### config.mk
export PLATFORM = sky130hd
export DESIGN_NAME = sram_req_bridge
export DESIGN_NICKNAME = d
export VERILOG_FILES = /design/src/rtl/sram_req_bridge.sv
export SDC_FILE = /design/constraint.sdc
export NUM_CORES = 1
export LEC_CHECK = 0
export CORE_AREA = 2 2 62 122
export CTS_CLUSTER_DIAMETER = 80
export DETAILED_ROUTE_END_ITERATION = 8
export DIE_AREA = 0 0 64 124
export MAX_ROUTING_LAYER = met4
export PLACE_DENSITY = 0.87
export SLEW_MARGIN = 20
export SYNTH_ARGS = -nofsm -noshare
export SYNTH_HDL_FRONTEND = slang
export SYNTH_SLANG_ARGS = --single-unit
### constraint.sdc
create_clock -name clk -period 3.6 [get_ports clk]
set_clock_uncertainty 0.05 [all_clocks]
set_input_delay 0.36 -clock clk [delete_from_list [all_inputs] [get_ports clk]]
set_output_delay 0.36 -clock clk [all_outputs]
set_load 0.01 [all_outputs]
### src/rtl/sram_req_bridge.sv
// rtl/sram_req_bridge.sv - req/gnt/rvalid front end for a 32768x32 single-port byte-enabled SRAM
//
// Purpose:
//   Turns a core-side request interface (req/gnt, rvalid/rready) into the
//   SRAM's active-low CEN/GWEN/BEN controls and word address. The SRAM's read
//   data arrives one cycle after the access. A hold register keeps that data
//   while the consumer stalls, so one access per cycle is sustained without
//   any request buffering.
//
// Ports:
//   clk          rising-edge clock
//   rst_n        synchronous reset, active-low
//   req_i        request valid; must be held until gnt_o
//   gnt_o        request accepted this cycle (combinational)
//   addr_i       byte address; [ADDR_WIDTH+1:2] selects the SRAM word
//   we_i         1 = write, 0 = read
//   be_i         byte enables, active-high
//   wdata_i      write data
//   rvalid_o     response valid
//   rready_i     consumer accepts the response
//   rdata_o      read data; 0 for write and error responses
//   err_o        response error, qualified by rvalid_o
//   sram_cen_o   SRAM chip enable, active-low
//   sram_gwen_o  SRAM global write enable, active-low
//   sram_ben_o   SRAM byte enables, active-low
//   sram_a_o     SRAM word address
//   sram_d_o     SRAM write data
//   sram_q_i     SRAM read data, valid the cycle after the access
//
// Build option:
//   SRAM_BRIDGE_ADDR_CHECK_EN - when defined, requests whose upper address
//   bits fall outside the BASE_ADDR window are granted but do not touch the
//   SRAM and answer with err_o=1. When undefined the upper bits alias.

module sram_req_bridge #(
  parameter int          ADDR_WIDTH = 15,
  parameter int          DATA_WIDTH = 32,
  parameter logic [31:0] BASE_ADDR  = 32'h0010_0000
) (
  input  logic                    clk,
  input  logic                    rst_n,

  input  logic                    req_i,
  output logic                    gnt_o,
  input  logic [31:0]             addr_i,
  input  logic                    we_i,
  input  logic [DATA_WIDTH/8-1:0] be_i,
  input  logic [DATA_WIDTH-1:0]   wdata_i,

  output logic                    rvalid_o,
  input  logic                    rready_i,
  output logic [DATA_WIDTH-1:0]   rdata_o,
  output logic                    err_o,

  output logic                    sram_cen_o,
  output logic                    sram_gwen_o,
  output logic [DATA_WIDTH/8-1:0] sram_ben_o,
  output logic [ADDR_WIDTH-1:0]   sram_a_o,
  output logic [DATA_WIDTH-1:0]   sram_d_o,
  input  logic [DATA_WIDTH-1:0]   sram_q_i
);

  localparam int NB = DATA_WIDTH / 8;

  typedef enum logic [1:0] {
    S_IDLE      = 2'd0,  // no response pending
    S_RESP_LIVE = 2'd1,  // response in its first cycle, data straight from the SRAM
    S_RESP_HELD = 2'd2   // response stalled, data from the hold register
  } state_t;

  state_t                r_state;
  state_t                w_state_nxt;
  logic                  r_we;
  logic                  r_oob;
  logic [DATA_WIDTH-1:0] r_hold;
  logic [DATA_WIDTH-1:0] w_hold_nxt;

  logic                  w_oob;
  logic                  w_gnt;
  logic                  w_resp_pending;

  // ---------------------------------------------------------------------------
  // Out-of-window detection
  // ---------------------------------------------------------------------------
`ifdef SRAM_BRIDGE_ADDR_CHECK_EN
  assign w_oob = (addr_i[31:ADDR_WIDTH+2] != BASE_ADDR[31:ADDR_WIDTH+2]);

  // Byte-offset bits never select anything.
  logic w_unused_addr;
  assign w_unused_addr = ^addr_i[1:0];
`else
  assign w_oob = 1'b0;

  // Upper bits alias onto the SRAM and the window base is irrelevant.
  logic w_unused_addr;
  assign w_unused_addr = ^{addr_i[31:ADDR_WIDTH+2], addr_i[1:0], BASE_ADDR};
`endif

  // ---------------------------------------------------------------------------
  // Grant
  // ---------------------------------------------------------------------------
  // A new request can be taken whenever the response slot is free or is being
  // drained this very cycle; that rready_i -> gnt_o path is what allows one
  // access per cycle while streaming.
  assign w_resp_pending = (r_state != S_IDLE);
  assign w_gnt          = rst_n & req_i & (~w_resp_pending | rready_i);
  assign gnt_o          = w_gnt;

  // ---------------------------------------------------------------------------
  // SRAM drive, straight from the accepted request
  // ---------------------------------------------------------------------------
  assign sram_cen_o  = ~(w_gnt & ~w_oob);
  assign sram_gwen_o = ~(w_gnt & we_i & ~w_oob);
  // Reads enable all lanes; BEN only has meaning while GWEN is active.
  assign sram_ben_o  = we_i ? ~be_i : {NB{1'b0}};
  assign sram_a_o    = addr_i[ADDR_WIDTH+1:2];
  assign sram_d_o    = wdata_i;

  // ---------------------------------------------------------------------------
  // Response FSM
  // ---------------------------------------------------------------------------
  always_ff @(posedge clk) begin
    if (!rst_n) begin
      r_state <= S_IDLE;
      r_we    <= 1'b0;
      r_oob   <= 1'b0;
      r_hold  <= '0;
    end else begin
      r_state <= w_state_nxt;
      r_hold  <= w_hold_nxt;
      // The response slot describes the most recently accepted request.
      if (w_gnt) begin
        r_we  <= we_i;
        r_oob <= w_oob;
      end
    end
  end

  always_comb begin
    w_state_nxt = r_state;
    w_hold_nxt  = r_hold;
    case (r_state)
      S_IDLE: begin
        if (w_gnt) begin
          w_state_nxt = S_RESP_LIVE;
        end
      end
      S_RESP_LIVE: begin
        if (rready_i) begin
          w_state_nxt = w_gnt ? S_RESP_LIVE : S_IDLE;
        end else begin
          // sram_q_i is only guaranteed for this one cycle, so freeze it now.
          w_state_nxt = S_RESP_HELD;
          w_hold_nxt  = (r_we | r_oob) ? '0 : sram_q_i;
        end
      end
      S_RESP_HELD: begin
        if (rready_i) begin
          w_state_nxt = w_gnt ? S_RESP_LIVE : S_IDLE;
        end
      end
      default: begin
        w_state_nxt = S_IDLE;
      end
    endcase
  end

  // ---------------------------------------------------------------------------
  // Response outputs
  // ---------------------------------------------------------------------------
  assign rvalid_o = w_resp_pending;
  assign err_o    = w_resp_pending & r_oob;

  always_comb begin
    rdata_o = '0;
    case (r_state)
      S_RESP_LIVE: begin
        if (!r_we && !r_oob) begin
          rdata_o = sram_q_i;
        end
      end
      S_RESP_HELD: begin
        rdata_o = r_hold;
      end
      default: begin
        rdata_o = '0;
      end
    endcase
  end

endmodule

* After elaboration in Yosys (flattened, before gate mapping)
Cells that the tools add are included. W data, S select, Z words.
Storage, ports and cells: flip-flop bits (word level) 35, bits in latches 0, RAM bits 0, bits in read-only memories 0, input port bits 105, output and inout port bits 88, logic and storage cells 28, memories 0
Cells by class: add/sub/neg operators 0, multiply operators 0, divide/modulo/power cells 0, order comparisons 0, equal/unequal tests 4, shift operators 0, multiplexer cells 8, bitwise operators 9, reductions and logical operators 4
Operators by type and width (number):
- $pmux W32 S2 | 1
- $mux W32 | 1
- $mux W2 | 3
- $pmux W2 S3 | 1
- $mux W4 | 1
- $ne A2 B2 Y1 const B | 2
- $not A1 Y1 | 4
- $not A4 Y4 | 1
- $reduce_and A2 Y1 | 2
- $and A1 B1 Y1 | 3
- $eq A2 B1 Y1 const B | 1
- $eq A2 B2 Y1 const B | 1
- $logic_not A2 Y1 | 1
- $reduce_bool A2 Y1 | 1
- $mux W1 | 1
- $or A1 B1 Y1 | 1

* Logic depth before layout (Yosys ltp)
depth after elaboration 7, mapped depth 7, depth with buffers taken out 6

* Worst setup path before layout
Ideal clock, no wire load.
path kind flip-flop to output port, start point reg r_state[0], end point out rdata_o[10], arrival time 1.255 ns, required time 3.190 ns, setup slack 1.935 ns, stages on the path, launching flop included 7, buffers on the path 2, cells stage by stage dfxtp_1 -> inv_1 -> ha_1 -> buf_2 -> clkbuf_1 -> a22oi_1 -> nor2b_1
Between the ends: word-level cells in the longest chain between the ends 2, elaborated cells between the ends (all ways) 3, classes of those cells eq/ne (2); mux (1)
Ends and longest elaborated chain:
- start: declaration | RTL line 71 | state_t r_state;
- start signal: assignment | RTL line 129 | r_state <= w_state_nxt;
- $eq A2 B2 Y1 or $eq A2 B1 Y1 (tied branches) | RTL line 176 | case (r_state)
- $pmux W32 S2 (*) | RTL line 176
- end: declaration | RTL line 52 | output logic [DATA_WIDTH-1:0] rdata_o,
Mark *: on every way between the ends. The rest lies on a longest branch, timed or not.

* Worst setup path after layout
start point reg r_state[0], end point out rdata_o[0]
The elaborated chain is that of the path after synthesis.

==> flow_summary.json <==
{
  "cp-start-kind": "register",
  "antenna_cells": 0,
  "period_minus_slack_ns": 2.82,
  "area_growth_pct": 25.5,
  "syn_inst": 299,
  "outcome": "finished, final reports clean",
  "yosysUniqueCellTypes": 22,
  "cts_buffers": 5,
  "gp_congestion": 0.713,
  "final_area_sq_um": 3070,
  "path_clk_slew_ns": 0.05,
  "die_area_sq_um": 7940,
  "viasPerCell": 5.04,
  "critPathMaxFanout": 32,
  "clockRootBuffer": "clkbuf_16",
  "syn_nets": 408,
  "globalRoute.totalOverflow": 0,
  "drt_first_pass_iters": 4,
  "drtAntennaViolNets": 0,
  "clockBufferDepth": 2,
  "ir_drop_mv": 0.273,
  "finalSetupViolations": 0,
  "die_h_um": 124,
  "netlist_area_sq_um": 2450,
  "initial_core_util": 0.353,
  "worstPathRequired_ns": 3.19,
  "grt_pass1_wl_um": 9900,
  "slew_headroom": 0.432,
  "min_period_over_period": 0.783,
  "hold_ws_ns": 0.397,
  "dpl.hpwl_um": 4430,
  "nets": 429,
  "synth_common_cells": "50 x buf_4, 38 x nand2_1, 37 x nor2b_1",
  "synth.avg_cell_area_sq_um": 8.19,
  "synth_ff_type": "dfxtp_1",
  "worstPathCellList": "inv_1 -> ha_1 -> nor2b_1 -> clkdlybuf4s50_1",
  "wire_per_inst_um": 15.5,
  "hold_class": "register to register",
  "grt_setup_unrepaired": "false",
  "cp_data_arrival_time_ns": 2.41,
  "cts_resized": 0,
  "grt_max_degree": 40,
  "synth-warning-count": 0,
  "vias": 2071,
  "fin_cells": 411,
  "row_count": 43,
  "boundaryPins": 193,
  "total_power_w": 0.00115,
  "ys_seq_elements": 35,
  "crit_family": "adder cells",
  "netlist.area_leader.share": 0.286,
  "drtIter0Drc": 60,
  "power_density_nw_per_um2": 374,
  "die_w_um": 64,
  "yosysMostFrequentCell": "buf_4",
  "grt_pass1_vias": 2050,
  "cts_tree": "built",
  "ys_seq_area_frac": 0.286,
  "maxSlewViolCount": 0,
  "core_area_sq_um": 6940,
  "leakage_nw": 1.00,
  "worstSkewPairLatency_ns": 0.28,
  "fmaxAchievable_mhz": 355,
  "worstSetupPathType": "register to output port",
  "cp_slowest_cell": "ha_1",
  "post-cts-setup-buffers": 0,
  "cts_max_level": 2,
  "tightestPinTransition_ns": 0.853,
  "place_area_sq_um": 2910,
  "cp_slowest_stage_delay_ns": 0.85,
  "finalSetupTns_ns": 0,
  "yosysTopAreaCell": "dfxtp_1",
  "hold_buffers": 0,
  "route.detailed.drc": 0,
  "async_flop_share": 0,
  "synthTopCellsByArea": "dfxtp_1 29%, buf_4 15%, nand3b_1 10%",
  "cp_num_buf_inv": 2,
  "finalWirelength_um": 6380,
  "grt_usage": 0.165,
  "layout-drive-gt1-share": 0.0467,
  "cts.sinks": 35,
  "final_hold_viol_count": 0,
  "antenna_found_initial": 0,
  "dp.cells": 403,
  "port_buffers": 80,
  "maxCapViolations": 0,
  "synth-edff-count": 0,
  "end_kind": "output port"
}
==> final timing paths <==
kind                                         startpoint                 endpoint  slack [ns]  cells after the start
worst min-delay path            r_hold[20]$_SDFFE_PN0P_  r_hold[20]$_SDFFE_PN0P_        0.40                      2
worst max register to register  r_state[0]$_SDFFE_PN0P_  r_hold[23]$_SDFFE_PN0P_        1.59                      5
worst max-delay path            r_state[0]$_SDFFE_PN0P_               rdata_o[0]        0.78                      4
worst min register to register  r_hold[20]$_SDFFE_PN0P_  r_hold[20]$_SDFFE_PN0P_        0.40                      2
==> through the flow <==
stage,setup slack (ns),util
floorplan,1.93,-
global placement,1.07,0.420
detailed placement,1.00,0.420
CTS,0.714,0.442
global route,0.566,0.442
finish,0.780,0.442
==> power breakdown <==
part           total, W  switching (W)  internal [W]
Combinational  0.000279       0.000131      0.000147
Sequential     0.000423      0.0000143      0.000409
Clock          0.000447       0.000153      0.000294
Total           0.00115       0.000298      0.000850
==> logic make-up (layout without fill, tap and decap cells) <==
| group | after synthesis | after routing | share of synthesized area |
|---|---|---|---|
| other | 1 | 1 | 0.00153 |
| flip-flops | 35 | 35 | 0.286 |
| multiplexers | 1 | 1 | 0.00409 |
| adder cells (fa/ha/maj) | 4 | 4 | 0.0205 |
| buffers and inverters | 77 | 99 | 0.209 |
| AO/OA/AOI/OAI | 70 | 70 | 0.215 |
| AND/OR/NAND/NOR | 111 | 111 | 0.264 |
==> sequential cells by signal, summed over array words and instances (netlist names) <==
name / flops
r_hold: 32
r_we: 1
r_state: 2
==> routing by layer <==
metal	share of wire	GRT usage	wire length, um	up-vias
li1	-	-	-	1003
met1	0.34	0.151	2200	963
met2	0.55	0.308	3520	63
met3	0.047	0.0226	303	42
met4	0.057	0.115	365	0
met5	0	-	0	-
==> layout make-up <==
type	instances	area, sq um
timing repair buffer	86	846
clock buffer	8	156
multi-input combinational	187	1240
fill	665	3870
inverter	5	18.8
sequential	35	701
tap	90	113
==> cells in the final DEF, fill, tap and decap left out, drive strengths merged <==
cell type | netlist | layout
clkdlybuf4s50 | 0 | 80
nor2b | 39 | 39
nand2 | 38 | 38
dfxtp | 35 | 35
nand3b | 33 | 33
a21boi | 33 | 33
a22oi | 32 | 32
clkbuf | 10 | 8
buf | 62 | 6
inv | 5 | 5
ha | 4 | 4
o211a | 1 | 1
or2b | 1 | 1
a2bb2oi | 1 | 1
o21a | 1 | 1
a21oi | 1 | 1
o22ai | 1 | 1
mux2i | 1 | 1
conb | 1 | 1
==> worst reg2reg max path, stage by stage (launching register included) <==
cell      delay (ns)
dfxtp_1         0.39
ha_1            0.26
nor2b_2         0.64
buf_4           0.36
nand3b_1        0.11
a21boi_1        0.15
(Power assumes the default switching activity.)
